[src/rtl/soft_reset_ctrl.sv]
// Soft-reset and watchdog controller: a keyed register write or a watchdog expiry
// issues a fixed-width reg_soft_reset pulse followed by a trigger-dropping hold-off.
module soft_reset_ctrl #(
  parameter int unsigned PULSE_CYCLES   = 16,
  parameter int unsigned HOLDOFF_CYCLES = 64,
  parameter logic [31:0] KEY            = 32'h5AA5_C33C,
  parameter int unsigned WDT_WIDTH      = 24
) (
  input  logic                 sys_clk,
  input  logic                 sys_rst_n,
  input  logic                 reg_wr_en,
  input  logic [31:0]          reg_wr_data,
  input  logic                 wdt_en,
  input  logic [WDT_WIDTH-1:0] wdt_timeout,
  input  logic                 wdt_kick,
  output logic                 reg_soft_reset,
  output logic                 busy,
  output logic [7:0]           reset_cnt,
  output logic [1:0]           last_cause
);

  typedef enum logic [1:0] {
    IDLE    = 2'b00,
    ASSERT  = 2'b01,
    HOLDOFF = 2'b10
  } state_t;

  localparam logic [15:0]          PULSE_LAST = 16'(PULSE_CYCLES - 1);
  localparam logic [15:0]          HOLD_LAST  = 16'(HOLDOFF_CYCLES - 1);
  localparam logic [WDT_WIDTH-1:0] WDT_ZERO   = {WDT_WIDTH{1'b0}};
  localparam logic [WDT_WIDTH-1:0] WDT_ONE    = WDT_WIDTH'(1);

  state_t               state_r;
  logic [15:0]          phase_r;
  logic [WDT_WIDTH-1:0] wdt_cnt_r;
  logic                 sw_trig_s;
  logic                 wdt_trig_s;
  logic                 wdt_load_s;

  // Trigger qualification; a kick masks a same-cycle expiry.
  always_comb begin
    sw_trig_s  = (state_r == IDLE) && reg_wr_en && (reg_wr_data == KEY);
    wdt_trig_s = (state_r == IDLE) && wdt_en && (wdt_timeout != WDT_ZERO) &&
                 (wdt_cnt_r == WDT_ZERO) && !wdt_kick;
    wdt_load_s = !wdt_en || wdt_kick || (state_r != IDLE);
  end

  // Watchdog down-counter, reloaded whenever it is not actively counting in IDLE.
  always_ff @(posedge sys_clk) begin
    if (!sys_rst_n) begin
      wdt_cnt_r <= wdt_timeout;
    end else if (wdt_load_s) begin
      wdt_cnt_r <= wdt_timeout;
    end else if (wdt_cnt_r != WDT_ZERO) begin
      wdt_cnt_r <= wdt_cnt_r - WDT_ONE;
    end else begin
      wdt_cnt_r <= wdt_cnt_r;
    end
  end

  // Pulse/hold-off FSM with registered outputs and trigger bookkeeping.
  always_ff @(posedge sys_clk) begin
    if (!sys_rst_n) begin
      state_r        <= IDLE;
      phase_r        <= 16'd0;
      reg_soft_reset <= 1'b0;
      busy           <= 1'b0;
      reset_cnt      <= 8'd0;
      last_cause     <= 2'b00;
    end else begin
      case (state_r)
        IDLE: begin
          if (sw_trig_s || wdt_trig_s) begin
            state_r        <= ASSERT;
            phase_r        <= 16'd0;
            reg_soft_reset <= 1'b1;
            busy           <= 1'b1;
            reset_cnt      <= (reset_cnt == 8'd255) ? 8'd255 : reset_cnt + 8'd1;
            // Software takes priority when both fire in the same cycle.
            last_cause     <= sw_trig_s ? 2'b01 : 2'b10;
          end else begin
            phase_r <= 16'd0;
          end
        end
        ASSERT: begin
          if (phase_r == PULSE_LAST) begin
            state_r        <= HOLDOFF;
            phase_r        <= 16'd0;
            reg_soft_reset <= 1'b0;
          end else begin
            phase_r <= phase_r + 16'd1;
          end
        end
        HOLDOFF: begin
          if (phase_r == HOLD_LAST) begin
            state_r <= IDLE;
            phase_r <= 16'd0;
            busy    <= 1'b0;
          end else begin
            phase_r <= phase_r + 16'd1;
          end
        end
        default: begin
          state_r        <= IDLE;
          phase_r        <= 16'd0;
          reg_soft_reset <= 1'b0;
          busy           <= 1'b0;
        end
      endcase
    end
  end

endmodule

[config.mk]
export PLATFORM = sky130hd
export DESIGN_NAME = soft_reset_ctrl
export DESIGN_NICKNAME = d
export VERILOG_FILES = /design/src/rtl/soft_reset_ctrl.sv
export SDC_FILE = /design/constraint.sdc
export NUM_CORES = 1
export LEC_CHECK = 0
export CORE_ASPECT_RATIO = 0.7
export CORE_MARGIN = 2
export CORE_UTILIZATION = 30
export CTS_BUF_LIST = sky130_fd_sc_hd__clkbuf_4 sky130_fd_sc_hd__clkbuf_8
export DETAILED_ROUTE_END_ITERATION = 8
export PLACE_DENSITY = 0.53
export SYNTH_ARGS = -nofsm -noshare
export SYNTH_HDL_FRONTEND = slang
export SYNTH_SLANG_ARGS = --single-unit
[constraint.sdc]
create_clock -name sys_clk -period 2.5 [get_ports sys_clk]
set_clock_uncertainty 0.2 [all_clocks]
set_input_delay 0.5 -clock sys_clk [delete_from_list [all_inputs] [get_ports sys_clk]]
set_output_delay 0.5 -clock sys_clk [all_outputs]
set_load 0.02 [all_outputs]
==> impl_results.md, run 1 <==
- Multiplexer share of the synthesized area: 0.00663
- Hold Fails Final Rpt: 0
- CP Max Fanout: 4
- Area share of the largest cell type after synthesis: 0.239
- Sequential-to-total area share from yosys stat: 0.437
- Critical path launch point type: register
- Clock slew at reported path FFs: 0.11 ns
- Synth Area in XOR/XNOR: 0.0986
- Post-synth top area cell: edfxtp_1
- Die Area: about 11000 um2
- H-tree levels: 2
- Met3 global-route usage: 0.0339
- Net Sw Frac: 0.287
- Actual slew at the worst max-slew pin: 0.461 ns
- Area growth syn-to-layout: 41.1%
- Synth Area in Compound Gates: 0.105
- Max cap viols: 0
- FP Rows: 30
- Power Density: about 480 nW/um2
- Tmin final: around 2.4 ns
- Ys flop type: dfxtp_1
- Slowest stage cell, crit path: or4_1
- Total power: 2.07 mW
- Post-Syn Area per Cell: 9.35 um2
- Synth area leaders: edfxtp_1 (24%), dfxtp_1 (20%), xnor2_1 (6.1%)
- Starting Density: 0.309
- Gr ovfl total: 0
- Aggregate negative setup slack: 0 ns
- First drt pass iteration count: 4
- Count leader, synth: nand2_1
- Leak: about 1.6 nW
- Drt total wl: 7610 um
- Endpoints failing setup: 0
- Busiest grt layer: met1
- Chip Width: 124 um
- Die Y-Extent: approximately 88 um
- CP top delay family: simple AND/OR/NAND/NOR gates
- Worst hold slack: 0.273 ns
- RD Place Congestion: ~0.74
- I/O pin total: 73
- All-Layer GR Usage: 0.143
- Worst-Skew Late Latency: 0.32 ns
- Clock Sinks: 54
- Via count: 2638
- Initial antenna violation count: 0
- Fillcell total: 961
- Combinational power share: 0.236
- Peak supply drop: 0.198 mV
- Number of flops mapped to enable cells by yosys: 24
- Switching power total: 592 uW
- Post-synthesis adder-cell area fraction: 0.0331
- CTS tree: yes
- Clock Path Buffers: 2
- Post-Synthesis Cells: around 320
- Final period util: 0.957
- Design area: 4260 um2
- First-pass GRT wire length: 12200 um
- Worst EP required: between 2 and 2.5 ns
- Clock power frac: 0.256
- Async S/R FF share, synth: 0
- Syn Nets: 392
- Initial DRC Count: 168
- Input/output buffers: 72
- Vias in the first global route: 2462
- Vias/cell: ~4.7
- Count of final max-slew check failures: 0
- Sequential power share: 0.508
- Ys Warns: 0
- CP Capture Type: register
- Core Box Area: slightly below 10000 um2
- Most common library cells after synthesis: nand2_1 (41), nor2_1 (37), dfxtp_1 (30)
- # DRC: 0
- Layout cells sized above 1: 0.153
- Critical path cell sequence: or4_1, or3_1, nor4_2, xnor2_1, o21ai_1
- Fin util: 0.437
- Synth cell types: 58
- Met2 Use GR: 0.210
- Pin count of the biggest net entering global routing: 27
- Number of synthesized register bits: 54
- Final net count: between 400 and 500
- Relative slew slack: 0.692
- Largest family of logic cells by synthesized area: simple AND/OR/NAND/NOR gates
- Worst EP arrival: 2.27 ns
- WL/cell: 13.6 um
- Post-Synth Simple-Gate Area: 0.291
- Run status: finished, final reports clean
- Internal power: roughly 1.5 mW
- Worst hold path class: register to register
- Crit-path max cell delay: around 0.54 ns
- Placed cell area: roughly 4100 um2
- Critical path class: register to register
- ANT cells: 0
- Worst path bufs/invs: 0
- Post-route ant nets: 0
- Hpwl dp: 5750 um
- Hold_buf cts: 0
- Root buffer cell: clkbuf_8
- M1 GR Usage: 0.211
- Synth Cell Area: 3020 um2
- TritonCTS buffer count: 5
- F_max: between 400 and 500 MHz
## worst paths after layout
kind / from / endpoint / slack, ns / cells after the start
max: wdt_cnt_r[17]$_DFFE_PP_ / wdt_cnt_r[22]$_DFFE_PP_ / 0.11 / 5
min: phase_r[0]$_SDFF_PN0_ / phase_r[0]$_SDFF_PN0_ / 0.27 / 1
max reg2reg: wdt_cnt_r[17]$_DFFE_PP_ / wdt_cnt_r[22]$_DFFE_PP_ / 0.11 / 5
min reg2reg: phase_r[0]$_SDFF_PN0_ / phase_r[0]$_SDFF_PN0_ / 0.27 / 1
## power by group through the flow
stage | combinational [mW] | clock (mW) | sequential, mW
finish | 0.488 | 0.529 | 1.05
global route | 0.544 | 0.592 | 1.06
CTS | 0.486 | 0.552 | 1.05
detailed placement | 0.483 | 0 | 1.06
global placement | 0.480 | 0 | 1.07
floorplan | 0.275 | 0 | 1.06
## routing by layer
metal,vias to the layer above,part of all wire
met1,1224,0.53
met4,0,0.0084
met5,-,0
met3,8,0.033
li1,1368,-
met2,38,0.42
## final cells by class
cell class | instances | area, um2 | share of cell area
clock buffers | 6 | 82.6 | 0.0194
repair buffers | 108 | 1000 | 0.235
well taps | 128 | 160 | 0.0376
multi-input cells | 249 | 1650 | 0.386
clock inverters | 2 | 8.76 | 0.00205
flip-flops and latches | 54 | 1320 | 0.310
inverters | 11 | 41.3 | 0.00969
## cells by family after synthesis
kind of cell	Yosys count
mux	2
xor+xnor	34
simple gates	157
flops	54
fa+ha+maj	8
compound gates	48
buf+inv	20
## metrics by stage
| stage | cells | setup WS [ns] |
|---|---|---|
| after floorplan | 323 | 0.138 |
| after global placement | 549 | -0.199 |
| after detailed placement | 549 | -0.211 |
| after CTS | 557 | 0.000873 |
| after global routing | 558 | -0.0173 |
| final | 558 | 0.108 |
## sequential cells by signal, indices dropped and copies added, names as in the netlist
signal / flops
busy: 1
last_cause: 2
phase_r: 16
reg_soft_reset: 1
reset_cnt: 8
state_r: 2
wdt_cnt_r: 24
## what timing repair did
item	in CTS	in global routing
gates resized for setup	0	4
setup buffers	0	1
endpoints found under the setup margin	0	13
## cell usage in the layout, fill, tap and decap left out, types with 3 or more instances in the layout
cell             count
nand2b_1             3
clkbuf_8             6
nor4_1              10
buf_4               35
xor2_1              13
o21ai_0             22
and3_1               5
nor4bb_1             3
edfxtp_1            24
nand2_1             41
nor4_2               4
nor2_1              37
or3_1                4
xnor2_1             21
dfxtp_1             30
nand4_1              3
nor3_1               5
ha_1                 8
inv_1               12
nand4b_1             3
o21ai_1              3
clkdlybuf4s50_1     72
a21oi_1              9
nand3_1             13
No activity file was read; power rests on OpenSTA's default activity.
==> run 2, diff against run 1 <==
- CORE_MARGIN: 2 -> 1.5
- RECOVER_POWER: default -> 25
==> run 2 against run 1 <==
Against the previous run: utilization up 0.10 points; register-to-register slack barely moved; non-clock buffer count fell by 2; critical path type unchanged; critical endpoint is now wdt_cnt_r[23]$_DFFE_PP_; largest cell class unchanged; highest routed layer unchanged.
==> impl_results.md, run 2 (synthesized netlist as in run 1, its figures left out) <==
- Reg-to-reg startpoint: wdt_cnt_r[5]$_DFFE_PP_
- I/O pin total: 73
- TritonCTS buffer count: 5
- R2r setup slk: about 0.10 ns
- Peak supply drop: 0.224 mV
- Gr ovfl total: 0
- Actual slew at the worst max-slew pin: 0.465 ns
- Leak: 1.60 nW
- Slowest stage cell, crit path: or4_4
- Run status: finished, final reports clean
- Power Density: a little under 500 nW/um2
- Worst reg2reg endpoint: wdt_cnt_r[23]$_DFFE_PP_
- Final net count: 496
- Crit-path max cell delay: around 0.59 ns
- Hold Fails Final Rpt: 0
- Critical path class: register to register
- Design area: approximately 4300 um2
- Endpoints failing setup: 0
- F_max: 417 MHz
- Most frequent cells in the layout: clkdlybuf4s50_1 (61), nand2_1 (41), nor2_1 (37), buf_4 (31), dfxtp_1 (30)
- Met2 Use GR: 0.197
- Vias/cell: 4.68
- Fin util: 0.438
- Hpwl dp: approximately 5700 um
- H-tree levels: 2
- CP Capture Type: register
- Chip Width: 123 um
- Top reg by flops: wdt_cnt_r
- Worst EP arrival: 2.26 ns
- FF-to-FF path depth: 6
- Clock Sinks: 54
- Final period util: 0.958
- Max reg flops: 24
- Count of final max-slew check failures: 0
- Max cap viols: 0
- First-pass GRT wire length: between 10000 and 15000 um
- RD Place Congestion: 0.757
- Most common cell after layout, fill and taps aside: clkdlybuf4s50_1
- RSZ-0062 raised after global routing: yes
- Tmin final: 2.40 ns
- WL/cell: 13.1 um
- Hold_buf cts: 0
- Input/output buffers: between 70 and 80
- M1 GR Usage: 0.218
- Area growth syn-to-layout: 40.9%
- ANT cells: 0
- Initial antenna violation count: 0
- Clock slew at reported path FFs: 0.10 ns
- Initial DRC Count: 166
- HP Start: phase_r[0]$_SDFF_PN0_
- Critical path launch point type: register
- Largest registers: wdt_cnt_r x24, phase_r x16, reset_cnt x8
- Worst EP required: 2.37 ns
- Die Area: 10700 um2
- Worst hold path class: register to register
- Post-route ant nets: 0
- Via count: roughly 2600
- Root buffer cell: clkbuf_8
- Core Box Area: 9720 um2
- Met3 global-route usage: 0.0321
- Pin count of the biggest net entering global routing: 49
- CP Max Fanout: 5
- Vias in the first global route: 2437
- Drt total wl: 7300 um
- Layout cells sized above 1: 0.152
- Clock Path Buffers: 2
- Placed cell area: 4130 um2
- Hold Path Depth: 1
- CTS tree: yes
- Die Y-Extent: between 80 and 90 um
- First drt pass iteration count: 4
- Hold worst-path end: phase_r[0]$_SDFF_PN0_
- Relative slew slack: 0.688
- All-Layer GR Usage: 0.142
- Total power: 2.06 mW
- # DRC: 0
- Starting Density: 0.311
- FP Rows: 30
- Worst-Skew Late Latency: 0.31 ns
- Busiest grt layer: met1
- Critical path cell sequence: or4_4, nor3_2, nand2b_1, nor4_2, xnor2_1, o21ai_0
-- run 2: metal layers --
metal  part of all wire  vias to the layer above
met5                  0                        -
met4             0.0071                        0
met3              0.035                        6
met2               0.42                       33
met1               0.54                     1198
li1                   -                     1364
-- run 2: cell type report --
| cell class | count | area (um2) |
|---|---|---|
| well taps | 128 | 160 |
| repair buffers | 106 | 997 |
| flip-flops and latches | 54 | 1320 |
| clock buffers | 7 | 90.1 |
| multi-input cells | 249 | 1640 |
| clock inverters | 1 | 5.00 |
| inverters | 11 | 41.3 |
| fillers | 943 | 5470 |
-- run 2: where the power goes --
part | total (mW) | switching (mW) | internal [mW]
logic | 0.490 | 0.227 | 0.263
clock network | 0.523 | 0.287 | 0.235
registers | 1.05 | 0.0546 | 0.994
total | 2.06 | 0.569 | 1.49
-- run 2: stage by stage --
step           std cells  hold WS (ns)  setup TNS, ns  setup WS [ns]
2_1_floorplan        323         0.226              0          0.138
6_report             556         0.269              0          0.104
4_1_cts              555         0.274              0         0.0283
3_5_place_dp         547         0.252          -2.67         -0.289
5_1_grt              556         0.311        -0.0389        -0.0163
3_3_place_gp         547         0.243          -2.88         -0.278
-- run 2: worst max-delay path by stage --
stage	from	end	cells past startpoint
final	wdt_cnt_r[5]$_DFFE_PP_	wdt_cnt_r[23]$_DFFE_PP_	6
after global placement	wdt_timeout[22]	reset_cnt[2]$_SDFFE_PN0P_	8
after detailed placement	wdt_timeout[22]	reset_cnt[0]$_SDFFE_PN0P_	8
after global routing	wdt_cnt_r[17]$_DFFE_PP_	wdt_cnt_r[23]$_DFFE_PP_	5
after CTS	wdt_timeout[22]	reset_cnt[0]$_SDFFE_PN0P_	8
after floorplan	wdt_cnt_r[0]$_DFFE_PP_	wdt_cnt_r[18]$_DFFE_PP_	8
-- run 2: worst max-delay path, delay by kind of cell, from the launching register on --
kind | cells | cell delay, ns
simple gates | 4 | 1.29
compound gates | 1 | 0.09
xor+xnor | 1 | 0.16
flops | 1 | 0.40
-- run 2: timing repair --
action                     CTS  global route
setup endpoints to repair    0            11
setup buffers                0             1
resized for setup            0             4
==> run 3, diff against run 2 <==
- CTS_CLUSTER_DIAMETER: default -> 30
==> results of run 3 <==
Final layout, timing and power as in run 2 (identical DEF).
